===== src/rtl/param_reg_file_sb_if.sv =====
// Register-file bus: writeback, two read ports, reserve request and
// scoreboard status.
//   master : datapath/control side (drives addresses, write and reserve)
//   slave  : register file (returns read data, busy flags, status)
interface param_reg_file_sb_if #(
  parameter int DATA_W = 32,
  parameter int ADDR_W = 5
);
  logic                  we;
  logic [ADDR_W-1:0]     waddr;
  logic [DATA_W-1:0]     wdata;
  logic [DATA_W/8-1:0]   wstrb;
  logic [ADDR_W-1:0]     raddr1;
  logic [ADDR_W-1:0]     raddr2;
  logic [DATA_W-1:0]     rdata1;
  logic [DATA_W-1:0]     rdata2;
  logic                  rsv;
  logic [ADDR_W-1:0]     rsv_addr;
  logic                  busy1;
  logic                  busy2;
  logic [ADDR_W:0]       busy_cnt;
  logic                  rsv_err;

  modport master (
    output we, waddr, wdata, wstrb, raddr1, raddr2, rsv, rsv_addr,
    input  rdata1, rdata2, busy1, busy2, busy_cnt, rsv_err
  );

  modport slave (
    input  we, waddr, wdata, wstrb, raddr1, raddr2, rsv, rsv_addr,
    output rdata1, rdata2, busy1, busy2, busy_cnt, rsv_err
  );
endinterface


===== src/rtl/param_reg_file_sb.sv =====
// Parametrised register file with byte-strobed writes, optional same-cycle
// write-to-read bypass and a per-register busy scoreboard.
// Ports:
//   clk    : clock, all state updates on the rising edge
//   reset  : synchronous active-high reset (clears regs, busy bits, status)
//   bus    : param_reg_file_sb_if.slave -- write port (we/waddr/wdata/wstrb),
//            two combinational read ports (raddrN -> rdataN, busyN),
//            reserve request (rsv/rsv_addr), busy_cnt and rsv_err (registered)
module param_reg_file_sb #(
  parameter int DATA_W   = 32,
  parameter int ADDR_W   = 5,
  parameter int ZERO_REG = 1,
  parameter int BYPASS   = 1
) (
  input  logic                 clk,
  input  logic                 reset,
  param_reg_file_sb_if.slave   bus
);
  localparam int NUM_REGS = 2**ADDR_W;
  localparam int NB       = DATA_W/8;
  localparam int CNT_W    = ADDR_W+1;
  localparam int PORTS    = 2;

  logic [NUM_REGS-1:0][DATA_W-1:0] regs;
  logic [NUM_REGS-1:0]             busy;
  logic [CNT_W-1:0]                busy_cnt_q;
  logic                            rsv_err_q;

  function automatic logic [DATA_W-1:0] merge(
    input logic [DATA_W-1:0] old_v,
    input logic [DATA_W-1:0] new_v,
    input logic [NB-1:0]     strb
  );
    logic [DATA_W-1:0] r;
    r = old_v;
    for (int i = 0; i < NB; i++)
      if (strb[i]) r[8*i +: 8] = new_v[8*i +: 8];
    return r;
  endfunction

  function automatic logic is_zero(input logic [ADDR_W-1:0] a);
    return (ZERO_REG != 0) && (a == '0);
  endfunction

  // Requests that actually touch state (the zero register swallows both).
  logic              wr_ok, rsv_ok, same_addr;
  logic              busy_set, busy_clr;
  logic [DATA_W-1:0] wr_merged;

  assign wr_ok     = bus.we  && !is_zero(bus.waddr);
  assign rsv_ok    = bus.rsv && !is_zero(bus.rsv_addr);
  assign same_addr = (bus.waddr == bus.rsv_addr);
  assign wr_merged = merge(regs[bus.waddr], bus.wdata, bus.wstrb);

  // Real 0->1 / 1->0 transitions only. A reserve+write to the same busy
  // register keeps it busy (new producer), so it is neither set nor clear.
  assign busy_set = rsv_ok && !busy[bus.rsv_addr];
  assign busy_clr = wr_ok && busy[bus.waddr] && !(rsv_ok && same_addr);

  always_ff @(posedge clk) begin
    if (reset) begin
      regs       <= '0;
      busy       <= '0;
      busy_cnt_q <= '0;
      rsv_err_q  <= 1'b0;
    end else begin
      if (wr_ok) begin
        regs[bus.waddr] <= wr_merged;
        busy[bus.waddr] <= 1'b0;
      end
      // Placed after the clear so a same-address reserve wins.
      if (rsv_ok) busy[bus.rsv_addr] <= 1'b1;

      rsv_err_q <= rsv_ok && busy[bus.rsv_addr] && !(wr_ok && same_addr);

      if (busy_set && !busy_clr)      busy_cnt_q <= busy_cnt_q + CNT_W'(1);
      else if (busy_clr && !busy_set) busy_cnt_q <= busy_cnt_q - CNT_W'(1);
    end
  end

  // Read ports
  logic [PORTS-1:0][ADDR_W-1:0] raddr;
  logic [PORTS-1:0][DATA_W-1:0] rdata;
  logic [PORTS-1:0]             rbusy;

  assign raddr = {bus.raddr2, bus.raddr1};

  for (genvar p = 0; p < PORTS; p++) begin : g_rd
    logic hit_wr, hit_rsv;
    assign hit_wr  = (BYPASS != 0) && wr_ok && (bus.waddr == raddr[p]);
    assign hit_rsv = rsv_ok && (bus.rsv_addr == raddr[p]);

    always_comb begin
      rdata[p] = regs[raddr[p]];
      rbusy[p] = busy[raddr[p]];
      if (is_zero(raddr[p])) begin
        rdata[p] = '0;
        rbusy[p] = 1'b0;
      end else if (hit_wr) begin
        rdata[p] = wr_merged;
        // A pending writeback landing now is no longer a hazard, unless a
        // new reservation for the same register arrives in the same cycle.
        if (!hit_rsv) rbusy[p] = 1'b0;
      end
    end
  end

  assign bus.rdata1   = rdata[0];
  assign bus.rdata2   = rdata[1];
  assign bus.busy1    = rbusy[0];
  assign bus.busy2    = rbusy[1];
  assign bus.busy_cnt = busy_cnt_q;
  assign bus.rsv_err  = rsv_err_q;
endmodule


===== src/flat_wrapper.sv =====
// flat-port wrapper written by rule: the top's interface ports become plain ports
module param_reg_file_sb_flat 
#(
  parameter int DATA_W   = 32,
  parameter int ADDR_W   = 5,
  parameter int ZERO_REG = 1,
  parameter int BYPASS   = 1
)
  (clk, reset, bus_we, bus_waddr, bus_wdata, bus_wstrb, bus_raddr1, bus_raddr2, bus_rsv, bus_rsv_addr, bus_rdata1, bus_rdata2, bus_busy1, bus_busy2, bus_busy_cnt, bus_rsv_err);
  param_reg_file_sb_if #(.DATA_W(DATA_W), .ADDR_W(ADDR_W)) bus_i ();
  input  logic clk;
  input  logic reset;
  input wire logic [$bits(bus_i.we)-1:0] bus_we;
  input wire logic [$bits(bus_i.waddr)-1:0] bus_waddr;
  input wire logic [$bits(bus_i.wdata)-1:0] bus_wdata;
  input wire logic [$bits(bus_i.wstrb)-1:0] bus_wstrb;
  input wire logic [$bits(bus_i.raddr1)-1:0] bus_raddr1;
  input wire logic [$bits(bus_i.raddr2)-1:0] bus_raddr2;
  input wire logic [$bits(bus_i.rsv)-1:0] bus_rsv;
  input wire logic [$bits(bus_i.rsv_addr)-1:0] bus_rsv_addr;
  output wire logic [$bits(bus_i.rdata1)-1:0] bus_rdata1;
  output wire logic [$bits(bus_i.rdata2)-1:0] bus_rdata2;
  output wire logic [$bits(bus_i.busy1)-1:0] bus_busy1;
  output wire logic [$bits(bus_i.busy2)-1:0] bus_busy2;
  output wire logic [$bits(bus_i.busy_cnt)-1:0] bus_busy_cnt;
  output wire logic [$bits(bus_i.rsv_err)-1:0] bus_rsv_err;
  assign bus_i.we = bus_we;
  assign bus_i.waddr = bus_waddr;
  assign bus_i.wdata = bus_wdata;
  assign bus_i.wstrb = bus_wstrb;
  assign bus_i.raddr1 = bus_raddr1;
  assign bus_i.raddr2 = bus_raddr2;
  assign bus_i.rsv = bus_rsv;
  assign bus_i.rsv_addr = bus_rsv_addr;
  assign bus_rdata1 = bus_i.rdata1;
  assign bus_rdata2 = bus_i.rdata2;
  assign bus_busy1 = bus_i.busy1;
  assign bus_busy2 = bus_i.busy2;
  assign bus_busy_cnt = bus_i.busy_cnt;
  assign bus_rsv_err = bus_i.rsv_err;
  param_reg_file_sb #(.DATA_W(DATA_W), .ADDR_W(ADDR_W), .ZERO_REG(ZERO_REG), .BYPASS(BYPASS)) u_core (.clk(clk), .reset(reset), .bus(bus_i));
endmodule

===== config.mk =====
export PLATFORM = sky130hd
export DESIGN_NAME = param_reg_file_sb_flat
export DESIGN_NICKNAME = d
export VERILOG_FILES = /design/src/rtl/param_reg_file_sb_if.sv /design/src/rtl/param_reg_file_sb.sv /design/src/flat_wrapper.sv
export SDC_FILE = /design/constraint.sdc
export NUM_CORES = 2
export LEC_CHECK = 0
export CAP_MARGIN = 0
export CORE_ASPECT_RATIO = 0.7
export CORE_MARGIN = 2
export CORE_UTILIZATION = 30
export DETAILED_ROUTE_END_ITERATION = 10
export PLACE_DENSITY = 0.43
export SYNTH_ARGS = -nofsm -noshare
export SYNTH_HDL_FRONTEND = slang
export SYNTH_SLANG_ARGS = --single-unit

===== constraint.sdc =====
create_clock -name clk -period 7.34 [get_ports clk]
set_clock_uncertainty 0.05 [all_clocks]
set_input_delay 1.468 -clock clk [delete_from_list [all_inputs] [get_ports clk]]
set_output_delay 1.468 -clock clk [all_outputs]
set_load 0.05 [all_outputs]

Word level (Yosys, flattened, before mapping)
Index checks and enable logic that the tools add are counted.
{"block": "classes", "reduce_logical": 29, "order_cmp": 6, "muxes": 40, "add_sub_neg": 2, "eq_ne": 5, "bitwise_logic": 3}
{"cell": "$bwmux W1024", "n": 1}
{"cell": "$bmux W32 S5", "n": 3}
{"cell": "$mux W32", "n": 11}
{"cell": "$demux W32 S5", "n": 1}
{"cell": "$and A32 B32 Y32", "n": 1}
{"cell": "$mux W8", "n": 4}
{"cell": "$not A32 Y32", "n": 1}
{"cell": "$or A32 B32 Y32", "n": 1}
{"cell": "$eq A5 B5 Y1", "n": 5}
{"cell": "$lt A5 B6 Y1 const B", "n": 4}
{"cell": "$bmux W1 S5", "n": 4}
{"cell": "$logic_not A5 Y1", "n": 4}
{"cell": "$logic_and A1 B1 Y1", "n": 17}
{"cell": "$mux W1", "n": 12}
{"cell": "$mux W6", "n": 2}
{"cell": "$demux W1 S5", "n": 2}
{"cell": "$ge A5 B1 Y1 const B", "n": 2}
{"cell": "$logic_not A1 Y1", "n": 7}
{"cell": "$add A6 B1 Y6 const B", "n": 1}
{"cell": "$sub A6 B1 Y6 const B", "n": 1}
{"cell": "$reduce_bool A2 Y1", "n": 1}
{"block": "word_totals", "inputBits": 60, "out_inout_bits": 73, "regBits": 1063, "word_cells": 120}

Depth between registers and ports, before layout
{"block": "logic_depth", "ltp_word": 10, "mapped_depth": 21}

Worst setup path after synthesis
OpenSTA, ideal clock, no wires.
{"block": "synth_timing", "kind": "input -> output", "startpoint": "in bus_waddr[0]", "endpoint": "out bus_rdata2[29]", "arrival_time_ps": 4398, "stages": 13, "slack_ps": 1424, "n_path_buf": 9, "required_ps": 5822, "path_cell_list": "buf_6 > buf_12 > buf_12 > buf_8 > buf_12 > buf_6 > buf_2 > buf_2 > a21oi_1 > o311ai_0 > o22ai_2 > buf_2 > o21ai_0"}
{"block": "synth_via", "elab_chain_len": 6, "word_cells_on_any_way": 10}
{"item": "start: declaration", "line_no": "flat_wrapper.sv:14", "text": "input wire logic [$bits(bus_i.waddr)-1:0] bus_waddr;"}
{"item": "parallel branches: the longest is 4 deep, another holds $bmux W32 S5"}
{"item": "$mux W32 (*)", "line_no": "param_reg_file_sb.sv:99", "text": "end else if (hit_wr) begin"}
{"item": "$mux W32 (*)", "line_no": "param_reg_file_sb.sv:96", "text": "if (is_zero(raddr[p])) begin"}
{"item": "end: declaration", "line_no": "flat_wrapper.sv:22", "text": "output wire logic [$bits(bus_i.rdata2)-1:0] bus_rdata2;"}
Every way passes the cells marked *. The select of a mux whose other input is x is not followed.

Final worst setup path
{"block": "layout_timing", "startpoint": "in bus_waddr[1]", "endpoint": "out bus_rdata1[25]"}
{"block": "layout_via", "elab_chain_len": 6, "word_cells_on_any_way": 10}
{"item": "parallel branches: the longest is 4 deep, another holds $bmux W32 S5"}
{"item": "$mux W32 (*)", "line_no": "param_reg_file_sb.sv:99"}
{"item": "$mux W32 (*)", "line_no": "param_reg_file_sb.sv:96"}
{"item": "end: declaration", "line_no": "flat_wrapper.sv:21", "text": "output wire logic [$bits(bus_i.rdata1)-1:0] bus_rdata1;"}
Marked as above.

==> results.txt <==
----------------------------------------------------
[Final layout]
  Share of final-layout standard cells stronger than drive strength 1 ... 25.5%
  Cell area after layout ... between 0.06 and 0.07 mm^2
  Count of fill cells added during filler insertion ... between 20,000 and 25,000
  Synthesis-to-finish area growth ... 14.1%
  Number of nets at the end of the flow ... 5,685

[Setup path]
  Type of element capturing the critical path ... output port
  Critical path arrival ... 4940 ps
  Worst reg2reg path startpoint ... u_core.busy[31]$_SDFF_PP0_
  Worst Path Class, Setup ... input port to output port
  Largest driver fanout on the critical path ... a little under 80
  Critical path required time ... about 5800 ps
  Nature of the critical path startpoint ... input port
  Origin of the worst setup path ... bus_waddr[1]

[CTS]
  Clock slew at reported path FFs ... 60 ps
  Clock tree from TritonCTS ... built
  Post-CTS Setup Bufs ... 0
  # hold bufs at CTS ... 0
  Number of CTS-inserted buffers ... 119
  Buffers from clock root to sink, at most ... 3
  Worst-skew pair later-pin latency ... roughly 800 ps
  Clock H-tree levels ... 3
  Root buffer cell ... clkbuf_16
  Clock sink total ... between 1,000 and 1,500
  PostCTS Resize Cnt ... 0

[STA]
  Final WS setup ... approximately 880 ps
  Pin slew with the least headroom to its limit ... approximately 1400 ps
  Final sum of negative setup slack ... 0 ps
  F_max ... 155 MHz
  RSZ-0062 raised after global routing ... no
  Final max-slew violation count ... 0
  Fraction of the cycle the final worst path needs ... 88.0%
  Hold slack final ... approximately 440 ps
  Count of final hold-check violations ... 0
  Min cycle time layout ... 6460 ps
  Total of endpoints with negative setup slack in the final report ... 0
  Max transition margin ... ~8.0%

[Power and ir drop]
  Switching share of total power ... 28.7%
  Power density over cell area ... between 150 and 200 mW/mm^2
  Max IR drop VDD ... 0.241 mV
  Combinational power share ... 12.9%
  Int Power ... 9.94 mW
  Static Leak ... 23.2 nW
  Relative contribution of the clock network to total power ... 45.0%
  Sequential group share of total power ... a little over two fifths
  NetSw ... 3.99 mW
  Post-layout power ... around 14 mW

[Yosys]
  Number of synthesized flops with an enable pin ... 0
  Number of storage elements in the synthesis netlist ... 1,063
  Total number of yosys warnings ... 0
  Library cells used by synthesis ... 83
  Register area share after synthesis ... 34.8%
  Gate count of the mapped netlist ... 5,786
  Synthesized area ... roughly 0.06 mm^2
  Per-instance average area after synthesis ... 10.6 um^2
  Post-synthesis net count ... between 5,000 and 6,000
  Main synth FF type ... dfxtp_1
  FFs w/ async S/R, synth ... 0%

[Outcome]
  Status ... complete, no violations

[Route]
  Number of design-rule violations left by the first detailed-router iteration ... roughly 8,400
  Detailed-router iteration count before antenna repair ... 6
  Antenna-violating nets left ... 0
  Total number of vias ... 56,000
  Wire length per cell after detailed routing ... roughly 38 um
  DRC violations left ... 0
  Number of vias per cell after detailed routing ... roughly 6.6
  Drt total wl ... 323 mm

[GRT]
  Antenna violations before repair ... 24
  Via count of the first global-routing pass ... 51,500
  GRT Total Usage ... 30.3%
  Sum of overflow across all layers after global routing ... 0
  Wire length of the first global-routing pass ... 442 mm
  Largest net degree at the start of global routing ... 147

[Floorplanning]
  Number of ports placed on the die boundary ... 133
  Number of placement rows ... 138
  Effective utilization at floorplan ... a little under a third
  Area of the die ... 0.208 mm^2
  Die extent in x ... 544 um
  Chip height ... about 380 um
  Area of the core region ... approximately 0.20 mm^2

[Min path]
  Class of the most critical hold timing path ... flop to flop
  Hold Path Origin ... u_core.regs[464]$_SDFFE_PP0P_

[Placed design]
  Placed instance area ... 0.0658 mm^2
  Dpl ws ... 964 ps
  IO buf count ... 132
  Final RePlAce weighted congestion ... 1.01
  Detailed placer's ending HPWL ... around 210 mm

[Flow run]
  Maxcap violations ... 0

----------------------------------------------------
power groups by stage:
stage	Sequential [mW]	Clock (mW)	Combinational, mW
floorplan	6.00	0	1.00
global placement	5.99	0	1.75
detailed placement	6.00	0	1.75
CTS	5.87	6.30	1.75
global route	5.87	6.51	1.82
finish	5.87	6.27	1.80
per-layer routing:
layer / track usage [%] / share of wire (%) / vias up
li1: - / - / 22200
met4: 13.5 / 5.1 / 14
met2: 41.0 / 40 / 4261
met3: 11.9 / 14 / 775
met1: 41.9 / 41 / 28700
met5: 0 / 0.032 / -
cells in the final DEF (no fill, tap or decap), drive strengths merged, types with 10 or more instances in the layout:
master         instances
clkinv                28
a22o                  14
clkbuf               181
nor3                  19
nor2                 190
a31oi                 10
mux2                  19
inv                   11
nand2b                14
a211oi                80
mux4                 799
nor2b                 49
dfxtp               1063
a22oi                177
diode                 11
nand3                389
clkdlybuf4s50         56
buf                  351
nor4                  13
xor2                  17
nand2                553
a21oi                269
o211ai                28
o22ai                392
mux2i                230
o21ai                611
xnor2                 13
a221oi                14
final cells by class:
type / instances / area (um^2) / area share [%]
clock inverters: 35 / 382 / 0.547
well taps: 2730 / 3420 / 4.89
clock buffers: 180 / 3560 / 5.10
multi-input cells: 4014 / 36900 / 52.8
inverters: 13 / 56.3 / 0.0807
flip-flops and latches: 1063 / 21300 / 30.5
diodes: 11 / 27.5 / 0.0394
repair buffers: 408 / 4220 / 6.04
synthesized netlist by cell type, types with 8 or more instances:
library cell / count / area (um^2)
mux2_2: 19 / 214
buf_1: 84 / 315
a22o_1: 14 / 123
xnor2_1: 13 / 114
nand2_1: 553 / 2080
o21ai_1: 71 / 355
a22oi_1: 177 / 1330
o22ai_1: 388 / 2430
dfxtp_1: 1063 / 21300
mux4_2: 794 / 17900
a221o_1: 8 / 80.1
nand3_1: 388 / 1940
nand2b_1: 14 / 87.6
buf_2: 179 / 896
a21oi_1: 268 / 1340
xor2_1: 17 / 149
nor2_1: 181 / 679
nor4_1: 13 / 81.3
clkbuf_1: 340 / 1280
nor2b_1: 49 / 307
buf_6: 23 / 259
nor3_1: 19 / 95.1
o211ai_1: 28 / 210
mux2i_1: 230 / 2300
a221oi_1: 14 / 123
buf_4: 43 / 323
nand4_1: 9 / 56.3
dlygate4sd1_1: 22 / 193
o21ai_0: 533 / 2670
or3_1: 9 / 56.3
a21boi_0: 8 / 60.1
o31ai_1: 9 / 67.6
a211oi_1: 80 / 601
path summary, 6_finish.rpt:
check | end | slack (ps) | cells after the start
worst max-delay path | bus_rdata1[25] | 880 | 9
worst min-delay path | u_core.regs[464]$_SDFFE_PP0P_ | 440 | 2
worst max register to register | u_core.bus.busy_cnt[5]$_SDFFE_PP0P_ | 3580 | 13
worst min register to register | u_core.regs[464]$_SDFFE_PP0P_ | 440 | 2
sequential cells by signal, indices dropped and copies added, names as in the netlist:
register             cells
u_core.bus.busy_cnt      6
u_core.busy             32
u_core.regs           1024
u_core.bus.rsv_err       1
logic make-up (layout without fill, tap and decap cells):
family	count (synthesis)	after routing	share of synthesized area (%)
other	0	11	0
adders and majority gates	6	6	0.135
and+or+nand+nor	1275	1275	9.33
xor gates and xnor gates	30	30	0.429
buffers and inverters	709	636	5.57
DFF	1063	1063	34.8
AOI/OAI and AO/OA	1655	1655	16.2
muxes	1048	1048	33.6
through the flow:
stage | std cells | utilization [%]
CTS | 8443 | 34.5
floorplan | 5786 | -
global placement | 8228 | 32.5
finish | 8454 | 34.5
global route | 8443 | 34.5
detailed placement | 8228 | 32.5
worst max-delay path, stage by stage:
cell,delay (ps)
buf_8,670
buf_4,460
mux4_2,370
a22oi_1,240
nand2_1,270
a221o_1,360
o21ai_2,400
mux2i_1,310
buf_4,290
Note: power is estimated with default switching activity, not from simulation.
